<file path="src/rtl/alu_pkg.sv">
// Shared types for the 16-bit ALU and the sequential multiply/divide controller
// that borrows it.
package alu_pkg;

  typedef enum logic [2:0] {
    ALUINST_PASS0 = 3'd0,
    ALUINST_ADDW  = 3'd1,
    ALUINST_SUBW  = 3'd2,
    ALUINST_AND   = 3'd3,
    ALUINST_OR    = 3'd4,
    ALUINST_XOR   = 3'd5,
    ALUINST_MERGE = 3'd6
  } aluinst_t;

  typedef enum logic [1:0] {
    IDLE = 2'd0,
    MUL  = 2'd1,
    DIV  = 2'd2,
    RESP = 2'd3
  } muldiv_state_t;

  localparam logic REQ_OP_MUL = 1'b0;
  localparam logic REQ_OP_DIV = 1'b1;

  localparam logic [4:0] MUL_LAST = 5'd7;
  localparam logic [4:0] DIV_LAST = 5'd15;

endpackage

</file>
<file path="src/rtl/muldiv_seq.sv">
// Sequential 8x8 shift-add multiplier and 16/8 restoring divider that borrows
// an external shared ALU for every add/subtract step.
//
// state | meaning
// IDLE  | ready for a request, ALU released
// MUL   | one shift-add iteration per cycle, 8 iterations
// DIV   | one restoring-subtract iteration per cycle, 16 iterations
// RESP  | result held until the consumer takes it
module muldiv_seq
  import alu_pkg::*;
(
  input  logic        clk,
  input  logic        reset,
  input  logic        req_valid,
  output logic        req_ready,
  input  logic        req_op,
  input  logic [15:0] req_a,
  input  logic [7:0]  req_b,
  output logic        rsp_valid,
  input  logic        rsp_ready,
  output logic [15:0] rsp_result,
  output logic [7:0]  rsp_rem,
  output logic        rsp_divzero,
  output aluinst_t    alu_inst,
  output logic [15:0] alu_op0,
  output logic [15:0] alu_op1,
  output logic [15:0] alu_op2,
  output logic        alu_swapop,
  output logic        alu_c_in,
  input  logic [15:0] alu_result,
  input  logic        alu_c_out
);

  muldiv_state_t state, state_nxt;

  logic [15:0] a_reg;
  logic [7:0]  b_reg;
  logic [15:0] acc;
  logic [14:0] rem;
  logic [15:0] quot;
  logic [4:0]  cnt;

  logic [15:0] mul_addend;
  logic [15:0] partial;
  logic [15:0] acc_nxt;
  logic [14:0] rem_nxt;
  logic [15:0] quot_nxt;

  // Remainder never exceeds the 8-bit divisor, so 15 stored bits are ample.
  always_comb begin
    mul_addend = {8'h00, a_reg[7:0]} << cnt[2:0];
    partial    = {rem, a_reg[4'd15 - cnt[3:0]]};
    acc_nxt    = b_reg[cnt[2:0]] ? alu_result : acc;
    rem_nxt    = alu_c_out ? alu_result[14:0] : partial[14:0];
    quot_nxt   = {quot[14:0], alu_c_out};
  end

  always_ff @(posedge clk) begin
    if (reset) state <= IDLE;
    else       state <= state_nxt;
  end

  always_comb begin
    state_nxt = state;
    case (state)
      IDLE: begin
        if (req_valid) begin
          if (req_op == REQ_OP_MUL) state_nxt = MUL;
          else if (req_b == 8'h00)  state_nxt = RESP;
          else                      state_nxt = DIV;
        end
      end
      MUL:     if (cnt == MUL_LAST) state_nxt = RESP;
      DIV:     if (cnt == DIV_LAST) state_nxt = RESP;
      RESP:    if (rsp_ready)       state_nxt = IDLE;
      default: state_nxt = IDLE;
    endcase
  end

  always_comb begin
    req_ready  = (state == IDLE);
    rsp_valid  = (state == RESP);
    alu_inst   = ALUINST_PASS0;
    alu_op0    = '0;
    alu_op1    = '0;
    alu_op2    = '0;
    alu_swapop = 1'b0;
    alu_c_in   = 1'b0;
    case (state)
      MUL: begin
        alu_inst = ALUINST_ADDW;
        alu_op0  = acc;
        alu_op1  = mul_addend;
      end
      DIV: begin
        alu_inst = ALUINST_SUBW;
        alu_op0  = partial;
        alu_op1  = {8'h00, b_reg};
      end
      default: ;
    endcase
  end

  // Response registers load on the edge that enters RESP and hold there.
  always_ff @(posedge clk) begin
    if (reset) begin
      a_reg       <= '0;
      b_reg       <= '0;
      acc         <= '0;
      rem         <= '0;
      quot        <= '0;
      cnt         <= '0;
      rsp_result  <= '0;
      rsp_rem     <= '0;
      rsp_divzero <= 1'b0;
    end else begin
      case (state)
        IDLE: begin
          if (req_valid) begin
            a_reg <= req_a;
            b_reg <= req_b;
            acc   <= '0;
            rem   <= '0;
            quot  <= '0;
            cnt   <= '0;
            if (req_op == REQ_OP_DIV && req_b == 8'h00) begin
              rsp_result  <= 16'hFFFF;
              rsp_rem     <= req_a[7:0];
              rsp_divzero <= 1'b1;
            end
          end
        end
        MUL: begin
          acc <= acc_nxt;
          cnt <= cnt + 5'd1;
          if (cnt == MUL_LAST) begin
            rsp_result  <= acc_nxt;
            rsp_rem     <= 8'h00;
            rsp_divzero <= 1'b0;
          end
        end
        DIV: begin
          rem  <= rem_nxt;
          quot <= quot_nxt;
          cnt  <= cnt + 5'd1;
          if (cnt == DIV_LAST) begin
            rsp_result  <= quot_nxt;
            rsp_rem     <= rem_nxt[7:0];
            rsp_divzero <= 1'b0;
          end
        end
        default: ;
      endcase
    end
  end

endmodule

</file>
<file path="config.mk">
export PLATFORM = sky130hd
export DESIGN_NAME = muldiv_seq
export DESIGN_NICKNAME = d
export VERILOG_FILES = /design/src/rtl/alu_pkg.sv /design/src/rtl/muldiv_seq.sv
export SDC_FILE = /design/constraint.sdc
export NUM_CORES = 1
export LEC_CHECK = 0
export CORE_MARGIN = 2
export CORE_UTILIZATION = 50
export DETAILED_ROUTE_END_ITERATION = 16
export PLACE_DENSITY = 0.77
export SLEW_MARGIN = 20
export SYNTH_ARGS = -nofsm -noshare
export SYNTH_HDL_FRONTEND = slang
export SYNTH_SLANG_ARGS = --single-unit
</file>
<file path="constraint.sdc">
create_clock -name clk -period 3.1 [get_ports clk]
set_input_delay 0.31 -clock clk [delete_from_list [all_inputs] [get_ports clk]]
set_output_delay 0.31 -clock clk [all_outputs]
set_load 0.1 [all_outputs]
</file>
**Word level (Yosys, flattened, before mapping)**

Index checks and enable logic that the tools add are counted.

- Register bits: 102
- Input bits: 46
- Output and inout bits: 80
- Logic and storage cells: 77

- Add/sub/neg operators: 2
- Magnitude comparators: 2
- Equal/unequal tests: 10
- Shift operators: 1
- Muxes and demuxes: 38
- Reductions and logical operators: 14

Operator list:

| cell | number |
|---|---|
| two-way mux 16 bit | 6 |
| one-hot mux 16 bit (2 select lines) | 3 |
| one-hot mux 15 bit (2 select lines) | 2 |
| one-hot mux 16 bit (3 select lines) | 1 |
| two-way mux 8 bit | 4 |
| two-way mux 15 bit | 2 |
| one-hot mux 8 bit (3 select lines) | 1 |
| left shift 8 x 3 -> 16 bit | 1 |
| two-way mux 2 bit | 5 |
| one-hot mux 5 bit (2 select lines) | 1 |
| logical NOT 8 bit | 1 |
| one-hot mux 2 bit (4 select lines) | 1 |
| AND reduction 2 bit | 4 |
| two-way mux 1 bit | 7 |
| != test 2 bit, second input constant | 3 |
| nonzero test 2 bit | 3 |
| adder 5 x 1 -> 5 bit, second input constant | 1 |
| == test 5 x 3 -> 1 bit, second input constant | 1 |
| == test 5 x 4 -> 1 bit, second input constant | 1 |
| less-than comparator 4 x 5 -> 1 bit, second input constant | 1 |
| two-way mux 5 bit | 1 |
| AND reduction 5 bit | 1 |
| binary-select mux 1 bit (select 4 bit) | 1 |
| == test 2 bit, second input constant | 2 |
| other kinds (12) | 13 |

**Depth between registers and ports, before layout**

Gate-level depths: netlist of run 1.

- Depth after elaboration: 6
- Depth in mapped cells: 10
- Depth with buffers taken out: 7

**Least setup slack after synthesis of run 1**

Ideal clock, no wire load.

- Kind: register to output
- From: register state[1]
- To: output port alu_op1[1]
- Arrival time: 4968 ps
- Data required time: 2790 ps
- Setup slack: -2178 ps
- Cell stages (with the launch flop): 6
- Path buffers: 1
- Path through: dfxtp_1 inv_1 ha_1 clkbuf_1 nand2_1 o41ai_1

- Word-level cells in the longest chain between the ends: 2
- Elaborated cells between the ends (all ways): 3
- Classes of those cells: eq/ne: 2; mux: 1

Ends and longest elaborated chain:

| item | RTL line | RTL |
|---|---|---|
| start, declared | muldiv_seq.sv:34 | `muldiv_state_t state, state_nxt;` |
| start signal, assigned | muldiv_seq.sv:60 | `else state <= state_nxt;` |
| == test 2 bit or == test 2 x 1 -> 1 bit (tied branches) | muldiv_seq.sv:89 | `case (state)` |
| one-hot mux 16 bit (2 select lines) * | muldiv_seq.sv:89 |  |
| end, declared | muldiv_seq.sv:26 | `output logic [15:0] alu_op1,` |

Every way passes the cells marked *; elsewhere a longest branch is shown, timed or not.

**Worst setup path after layout of run 1**

- From: register cnt[1]
- To: output port alu_op0[0]

- Word-level cells in the longest chain between the ends: 4

Ends and longest elaborated chain:

| item | RTL line | RTL |
|---|---|---|
| start, declared | muldiv_seq.sv:41 | `logic [4:0] cnt;` |
| start signal, assigned | muldiv_seq.sv:135 | `cnt <= cnt + 5'd1;` |
| start signal, assigned | muldiv_seq.sv:145 | `cnt <= cnt + 5'd1;` |
| subtractor 4 bit | muldiv_seq.sv:52 | `partial = {rem, a_reg[4'd15 - cnt[3:0]]};` |
| binary-select mux 1 bit (select 4 bit) | muldiv_seq.sv:52 |  |
| two-way mux 1 bit (implied by the code) | muldiv_seq.sv:52 |  |
| one-hot mux 16 bit (2 select lines) | muldiv_seq.sv:89 |  |
| end, declared | muldiv_seq.sv:25 | `output logic [15:0] alu_op0,` |

No other way between the ends. The select of a mux whose other input is x is not followed.

==> out/qor.txt, run 1 <==
Crit Path Class: reg -> out
Final hold viol count: 0
Gpl congestion: 0.907
Sequential element share of the synthesized area: 38.5%
CTS buffer count: 9
Routed len/inst: 17.1 um
Crit path cell chain: mux2_2 > mux4_2 > and3_1 > a211oi_1 > nor2b_2 > buf_12
Max incr delay on CP: 0.53 ns
Synth Flop Type: dfxtp_1
Worst-case clock buffer depth: 2
Overall Power: 6.39 mW
Ant. Diodes: 0
Detail Placement HPWL: 10.6 mm
Synth top area cells: dfxtp_1 39%, mux2i_1 7.7%, nor2_1 6.5%
Min-Delay Path Class: in -> reg
Die W: 107 um
Worst setup EP type: output pin
Mapped Area: 5300 um2
Number of cells after detailed placement: 833
Placed Area: 6750 um2
Clock Skew: 0.0137 ns
Top cell type by total area after synthesis: dfxtp_1
Slowest cell on the critical path: dfxtp_2
Critical R2R Capture: rsp_result[14]
Post-DRT Antenna Nets: 0
Slew Limit Fails: 0
Yosys reg bits: 102
Final wirelength: 14.5 mm
FP Rows: 37
Tmin final: 2.99 ns
CTS Root Cell: clkbuf_8
Initial Util: 51.3%
Port bufs: 105
Tot GR Track Use: 25.5%
Static leakage: 2.60 nW
Most frequent cells in the layout: 101 x dfxtp_1, 90 x nand2_1, 87 x nor2_1
Syn. warnings: 0
# setup viols final: 0
Reg2reg start: cnt[1]
Fillers: 842
Post-synth EDFFs: 0
Library cells used by synthesis: 51
Critical Path RT: 2.79 ns
Max_cap viols: 0
Core ar.: 10300 um2
Synthesis-to-finish area growth: 31.3%
Most common cell after layout, fill and taps aside: dfxtp_1
Total gr overflow: 0
Finished Cell Area: 6960 um2
Slew margin rel.: 33.8%
Worst Path Max Fanout: 14
Global-route wire length before repair: 23.4 mm
Die Ht: 107 um
Number of antenna violations at the first check in global routing: 0
R2R Setup Slk: 0.51 ns
Clock-pin slew on the worst setup and hold paths: 0.11 ns
Largest net degree at the start of global routing: 60
Hold_buf cts: 0
CTS tree: yes
Post-Layout Cell Count: 849
Drt first pass iters: 5
Critical Path AT: 2.68 ns
Starting DRT DRC Count: 294
PD cells: 918 nW/um2
Synth top area share: 38.5%
I/O pin cnt: 126
Nets@finish: 762
Clk sinks: 102
Maximum ir drop on the vdd rail: 0.000914 V
CP Launch Type: flip-flop
Least-Margin Pin Slew: 0.990 ns
Hold EP: cnt[0]
Vias per cell: 5.72
FFs w/ async S/R, synth: 0%
Unrepaired setup endpoints after global routing: false
Htree depth: 3
Die area: 11400 um2
DRC: 0
Status: complete, no violations
FMAX: 334 MHz
Cells after synthesis: 623
Worst Hold Path Cells: 2
Final period util: 96.5%
Clock latency at the later pin of the worst-skew pair: 0.38 ns
Reg2Reg Depth: 8
Synthesized area per cell: 8.51 um2
Share of layout cells above drive strength 1: 16.0%
Hold Path Origin: reset
Vias in the first global route: 4726
Via count: 4858
[critical path: cells and delay by family (launching register included)]
kind | cells | cell delay (ns)
mux | 2 | 0.90
buf+inv | 1 | 0.18
flops | 1 | 0.53
simple gates | 2 | 0.35
compound gates | 1 | 0.35
[cell families after synthesis]
logic type | count (synthesis) | synth area share, %
AOI/OAI and AO/OA | 146 | 21.1
adders and majority gates | 8 | 1.89
buffers and inverters | 78 | 7.25
DFF | 102 | 38.5
muxes | 59 | 12.6
other | 1 | 0.0708
and+or+nand+nor | 229 | 18.6
[cells in the mapped netlist (all sizes together), types with 3 or more instances]
master,n
dfxtp,102
nor2,92
nand2,90
mux2i,42
a21oi,41
clkbuf,40
a22o,33
buf,27
a22oi,25
nand2b,17
a311oi,16
mux2,13
a211oi,12
inv,11
ha,8
and2,6
nor2b,6
nor3,5
and3,4
mux4,4
nand3,3
o21ai,3
[layout make-up]
class | count | area (um2) | share of cell area (%)
clock buffer | 9 | 124 | 1.78
clock inverter | 7 | 81.3 | 1.17
inverter | 11 | 41.3 | 0.593
multi-input combinational | 462 | 3050 | 43.8
sequential | 102 | 2040 | 29.4
tap | 136 | 170 | 2.45
timing repair buffer | 122 | 1450 | 20.8
[routing by layer]
layer / up-vias / global-route usage (%) / part of all wire, %
met3: 28 / 5.11 / 6.6
met2: 194 / 41.6 / 49
li1: 2329 / - / -
met4: 0 / 8.16 / 2.0
met1: 2307 / 34.1 / 43
met5: - / 0 / 0
[how the worst max path moves through the flow]
stage / start / endpoint / slack, ns / depth (start not counted)
after floorplan: state[1] / alu_op1[1] / -0.02 / 5
after global placement: cnt[1] / alu_op0[0] / 0.39 / 6
final: cnt[1] / alu_op0[0] / 0.11 / 6
after global routing: cnt[1] / alu_op0[0] / 0.04 / 6
after detailed placement: cnt[1] / alu_op0[0] / 0.32 / 6
after CTS: cnt[1] / alu_op0[0] / 0.12 / 6
[per-stage QoR]
stage / TNS, ns / setup WS [ns] / util [%] / hold slack [ns]
final: 0 / 0.109 / 67.4 / 0.429
after global routing: 0 / 0.0386 / 67.4 / 0.446
after CTS: 0 / 0.118 / 67.3 / 0.409
after detailed placement: 0 / 0.322 / 65.3 / 0.447
after global placement: 0 / 0.386 / 65.3 / 0.445
after floorplan: -0.0175 / -0.0175 / - / 0.433
[power by group]
group,switching (mW),internal [mW]
registers,0.190,1.56
clock network,0.548,0.325
logic,2.75,1.02
[repair_timing]
action                     in CTS  in global routing
gates resized for setup         1                  0
setup buffers                   0                  0
setup endpoints to repair       1                  0
Note: power is estimated with default switching activity, not from simulation.
==> inputs of run 2 (changes only) <==
CTS_CLUSTER_SIZE = 40   (was not set)
TNS_END_PERCENT = 30   (was not set)
==> out/qor.txt, run 2 (same netlist as run 1, synthesis figures left out) <==
Slew Limit Fails: 0 (unchanged)
Total gr overflow: 0 (unchanged)
Global-route wire length before repair: 24.1 mm (+2.9%)
Flop pwr share: 28.0% (+0.6 points)
Worst Path Max Fanout: 23 (+9)
Htree depth: 3 (unchanged)
Vias in the first global route: 4844 (+2.5%)
Post-DRT Antenna Nets: 0 (unchanged)
CTS tree: yes
Internal power: 2.88 mW (-0.64%)
Clock latency at the later pin of the worst-skew pair: 0.38 ns (about the same)
Placed Area: 6730 um2 (-0.22%)
Slew margin rel.: 34.0% (+0.13 points)
Final period util: 93.8% (-2.7 points)
Reg2reg start: cnt[2]
Hold_buf cts: 0 (unchanged)
Die Ht: 107 um (unchanged)
# setup viols final: 0 (unchanged)
Unrepaired setup endpoints after global routing: false
Final hold viol count: 0 (unchanged)
Share of layout cells above drive strength 1: 15.7% (-0.26 points)
Maximum ir drop on the vdd rail: 0.000806 V (-12%)
Most common cell after layout, fill and taps aside: dfxtp_1
Starting DRT DRC Count: 390 (+33%)
Most frequent cells in the layout: 100 x dfxtp_1, 90 x nand2_1, 88 x nor2_1
Comb pwr share: 59.6% (+0.6 points)
Core ar.: 10300 um2 (unchanged)
Clock Skew: 0.0149 ns (+0.00123 ns)
R2R Setup Slk: 0.45 ns (-0.06 ns)
Tmin final: 2.91 ns (-0.0833 ns)
Nets@finish: 762 (unchanged)
Critical Path AT: 2.60 ns (-0.08 ns)
Worst setup EP type: output pin
Worst-case clock buffer depth: 2 (unchanged)
I/O pin cnt: 126 (unchanged)
CTS Root Cell: clkbuf_8
FP Rows: 37 (unchanged)
Hold_ws: 0.330 ns (-0.0991 ns)
Reg2Reg Depth: 6 (-2)
Hold Path Origin: reset
Critical Path RT: 2.79 ns (about the same)
Die area: 11400 um2 (unchanged)
Vias per cell: 5.80 (+1.4%)
CTS buffer count: 9 (unchanged)
Detail Placement HPWL: 10.8 mm (+1.5%)
Min-Delay Path Class: in -> reg
Die W: 107 um (unchanged)
Least-Margin Pin Slew: 0.988 ns (-0.00198 ns)
Largest net degree at the start of global routing: 73 (+22%)
Worst setup path end: alu_op0[0]
Clock-pin slew on the worst setup and hold paths: 0.10 ns (about the same)
Initial Util: 51.3% (unchanged)
Drt first pass iters: 5 (unchanged)
Port bufs: 105 (unchanged)
Routed len/inst: 17.7 um (+3.7%)
Max_cap viols: 0 (unchanged)
Critical R2R Capture: rsp_rem[0]
Post-Layout Cell Count: 848 (-0.12%)
Tot GR Track Use: 26.6% (+1.0 points)
Ant. Diodes: 0 (unchanged)
DRC: 0 (unchanged)
Gpl congestion: 0.944 (+4.2%)
PD cells: 917 nW/um2 (-0.18%)
Post-CTS setup repair buffer count: 0 (unchanged)
Status: complete, no violations
Switching power: 3.45 mW (-1.0%)
FMAX: 344 MHz (+2.9%)
Final wirelength: 15.0 mm (+3.6%)
Number of antenna violations at the first check in global routing: 0 (unchanged)
Overall Power: 6.34 mW (-0.85%)
Via count: 4918 (+1.2%)
Synthesis-to-finish area growth: 30.5%
Finished Cell Area: 6910 um2 (-0.67%)
Clock Power Share: 12.4% (-1.2 points)
CP Launch Type: flip-flop
Critical path origin: cnt[2]
Clk sinks: 102 (unchanged)
Number of cells after detailed placement: 833 (unchanged)
Crit Path Class: reg -> out
Net Sw Frac: 54.5% (-0.096 points)
Static leakage: 2.57 nW (-0.81%)
[run 2: changes by cell type in the layout (fill, tap and decap cells not counted), sizes merged]
cell | previous run | this run
clkinv | 3 | 2
inv | 15 | 14
clkinvlp | 0 | 1
[run 2: cell type report]
type	count	area (um2)
fillers	852	3410
multi-input cells	462	3030
flip-flops and latches	102	2040
repair buffers	122	1450
well taps	136	170
clock buffers	9	124
clock inverters	6	53.8
inverters	11	41.3
[run 2: power by group through the flow]
stage | combinational, mW | clock (mW) | sequential (mW)
2_1_floorplan | 1.83 | 0 | 2.80
3_3_place_gp | 3.67 | 0 | 1.79
3_5_place_dp | 3.75 | 0 | 1.80
4_1_cts | 3.76 | 0.800 | 1.77
5_1_grt | 3.98 | 0.849 | 1.80
6_report | 3.77 | 0.788 | 1.77
[run 2: stage by stage]
stage          util [%]  setup WS (ns)  setup TNS [ns]
3_5_place_dp       65.2          0.328               0
3_3_place_gp       65.2          0.544               0
6_report           67.0          0.193               0
4_1_cts            66.9         0.0802               0
2_1_floorplan         -         -0.291          -0.737
5_1_grt            67.0         0.0985               0
[run 2: worst min path at each step]
stage	slack (ns)	cells after the start	endpoint
2_1_floorplan	0.43	2	a_reg[9]
3_3_place_gp	0.45	2	a_reg[9]
3_5_place_dp	0.46	2	a_reg[15]
4_1_cts	0.32	2	cnt[1]
5_1_grt	0.34	2	state[0]
6_report	0.33	2	state[0]
[run 2: repair_timing]
item,in CTS,in global routing
resized for setup,0,2
endpoints found under the hold margin,0,0
endpoints found under the setup margin,0,1
[run 2: worst max-delay path: stages, from the launching register on]
cell and delay, ns:
dfxtp_1 0.98, mux4_2 0.46, and3_1 0.23, a211oi_1 0.23, nor2b_1 0.14, buf_12 0.19
[run 2: layer usage]
metal,GRT usage [%],vias up,routed length (um)
met2,44.4,185,7450
met4,8.26,0,275
li1,-,2323,-
met3,4.98,25,981
met1,34.9,2385,6340
met5,0,-,0
==> inputs of run 3 (changes only) <==
PLACE_DENSITY = 0.8   (was 0.77)
==> out/qor.txt, run 3 (same netlist as run 1, synthesis figures left out) <==
Worst setup EP type: output pin
Via count: 4961 (+0.87%)
Die area: 11400 um2 (unchanged)
Clock Skew: 0.0157 ns (+0.000747 ns)
Die Ht: 107 um (unchanged)
R2R Setup Slk: 0.57 ns (+0.12 ns)
Htree depth: 3 (unchanged)
CTS tree: yes
I/O pin cnt: 126 (unchanged)
Slew Limit Fails: 0 (unchanged)
Port bufs: 105 (unchanged)
Core ar.: 10300 um2 (unchanged)
CP Launch Type: flip-flop
Post-DRT Antenna Nets: 0 (unchanged)
Overall Power: 6.36 mW (+0.41%)
Global-route wire length before repair: 23.0 mm (-4.8%)
Initial Util: 51.3% (unchanged)
CTS buffer count: 9 (unchanged)
Critical R2R Capture: rsp_result[13]
Reg2reg start: cnt[1]
Crit Path Class: reg -> out
Starting DRT DRC Count: 271 (-31%)
PD cells: 916 nW/um2 (about the same)
Clk sinks: 102 (unchanged)
Routed len/inst: 17.3 um (-2.7%)
Post-route setup slack: 0.114 ns (-0.0789 ns)
Tot GR Track Use: 25.4% (-1.2 points)
Clock-pin slew on the worst setup and hold paths: 0.11 ns (about the same)
Final period util: 96.3% (+2.5 points)
Hold_buf cts: 0 (unchanged)
Number of antenna violations at the first check in global routing: 0 (unchanged)
Final wirelength: 14.7 mm (-2.6%)
Detail Placement HPWL: 11.0 mm (+1.6%)
Most frequent cells in the layout: 101 x dfxtp_1, 90 x nand2_1, 88 x nor2_1
Vias in the first global route: 4629 (-4.4%)
Hold Path Origin: reset
FP Rows: 37 (unchanged)
Post-cts sizing count: 0 (unchanged)
Worst Hold Path Cells: 2 (unchanged)
Least-Margin Pin Slew: 0.992 ns (+0.00446 ns)
Critical Path RT: 2.79 ns (about the same)
Share of layout cells above drive strength 1: 16.0% (+0.26 points)
Tmin final: 2.99 ns (+0.0789 ns)
Hold EP: state[0]
Worst-case clock buffer depth: 2 (unchanged)
Vias per cell: 5.84 (+0.76%)
Ant. Diodes: 0 (unchanged)
Synthesis-to-finish area growth: 31.0%
Post-layout util: 67.3% (+0.29 points)
Clock latency at the later pin of the worst-skew pair: 0.38 ns (about the same)
Slew margin rel.: 33.7% (-0.30 points)
Reg2Reg Depth: 9 (+3)
Max_cap viols: 0 (unchanged)
Most common cell after layout, fill and taps aside: dfxtp_1
FMAX: 335 MHz (-2.6%)
# setup viols final: 0 (unchanged)
Die W: 107 um (unchanged)
Sum Neg Setup Slack: 0 ns (unchanged)
Gpl congestion: 0.996 (+5.5%)
Status: complete, no violations
Worst slack, placed: 0.430 ns (+0.102 ns)
Fillers: 822 (-3.5%)
DRC: 0 (unchanged)
Critical Path AT: 2.68 ns (+0.08 ns)
Largest net degree at the start of global routing: 56 (-23%)
Static leakage: 2.59 nW (+0.63%)
Total gr overflow: 0 (unchanged)
Unrepaired setup endpoints after global routing: false
Final hold viol count: 0 (unchanged)
Worst Path Max Fanout: 13 (-43%)
Post-CTS setup repair buffer count: 0 (unchanged)
Maximum ir drop on the vdd rail: 0.000896 V (+11%)
Drt first pass iters: 6 (+1)
Min-Delay Path Class: in -> reg
Nets@finish: 762 (unchanged)
CTS Root Cell: clkbuf_8
==> run 3: where the power goes <==
| group | total, mW | leakage [nW] | internal, mW | switching (mW) |
|---|---|---|---|---|
| clock network | 0.823 | 0.0953 | 0.312 | 0.511 |
| registers | 1.75 | 0.830 | 1.56 | 0.190 |
| logic | 3.79 | 1.67 | 1.03 | 2.76 |
| total | 6.36 | 2.59 | 2.90 | 3.46 |
==> run 3: how the worst max path moves through the flow <==
stage / start / end / slack (ns) / cells past startpoint
after detailed placement: cnt[1] / rsp_result[11] / 0.43 / 7
after global placement: cnt[1] / rsp_result[11] / 0.54 / 7
after floorplan: state[0] / alu_op0[0] / -0.29 / 5
final: state[0] / alu_op1[7] / 0.11 / 6
after CTS: cnt[1] / alu_op0[0] / 0.07 / 6
after global routing: state[1] / alu_op1[7] / 0.04 / 6
==> run 3: per-stage QoR <==
stage,instance area [um2],hold WS (ns),instances
final,6940,0.449,849
after global routing,6940,0.466,849
after CTS,6930,0.432,849
after detailed placement,6740,0.449,833
after global placement,6740,0.451,833
after floorplan,5440,0.433,642
==> run 3: worst max-delay path, cell delays in order (launching register included) <==
cell and delay [ns]:
dfxtp_1 0.44, inv_1 0.12, ha_1 0.55, and2_1 0.41, buf_4 0.29, a22o_1 0.27, buf_12 0.21
==> run 3: routing by layer <==
layer / wire length [um] / global-route usage [%] / up-vias
li1: - / - / 2335
met1: 6130 / 32.5 / 2342
met2: 7070 / 41.7 / 247
met3: 1020 / 4.98 / 37
met4: 452 / 10.9 / 0
met5: 0 / 0 / -
==> run 3: layout make-up <==
type,count,area [um2],share of cell area (%)
clock buffers,9,124,1.78
clock inverters,7,66.3,0.955
inverters,11,41.3,0.595
multi-input cells,462,3040,43.8
flip-flops and latches,102,2040,29.4
well taps,136,170,2.45
repair buffers,122,1460,21.0
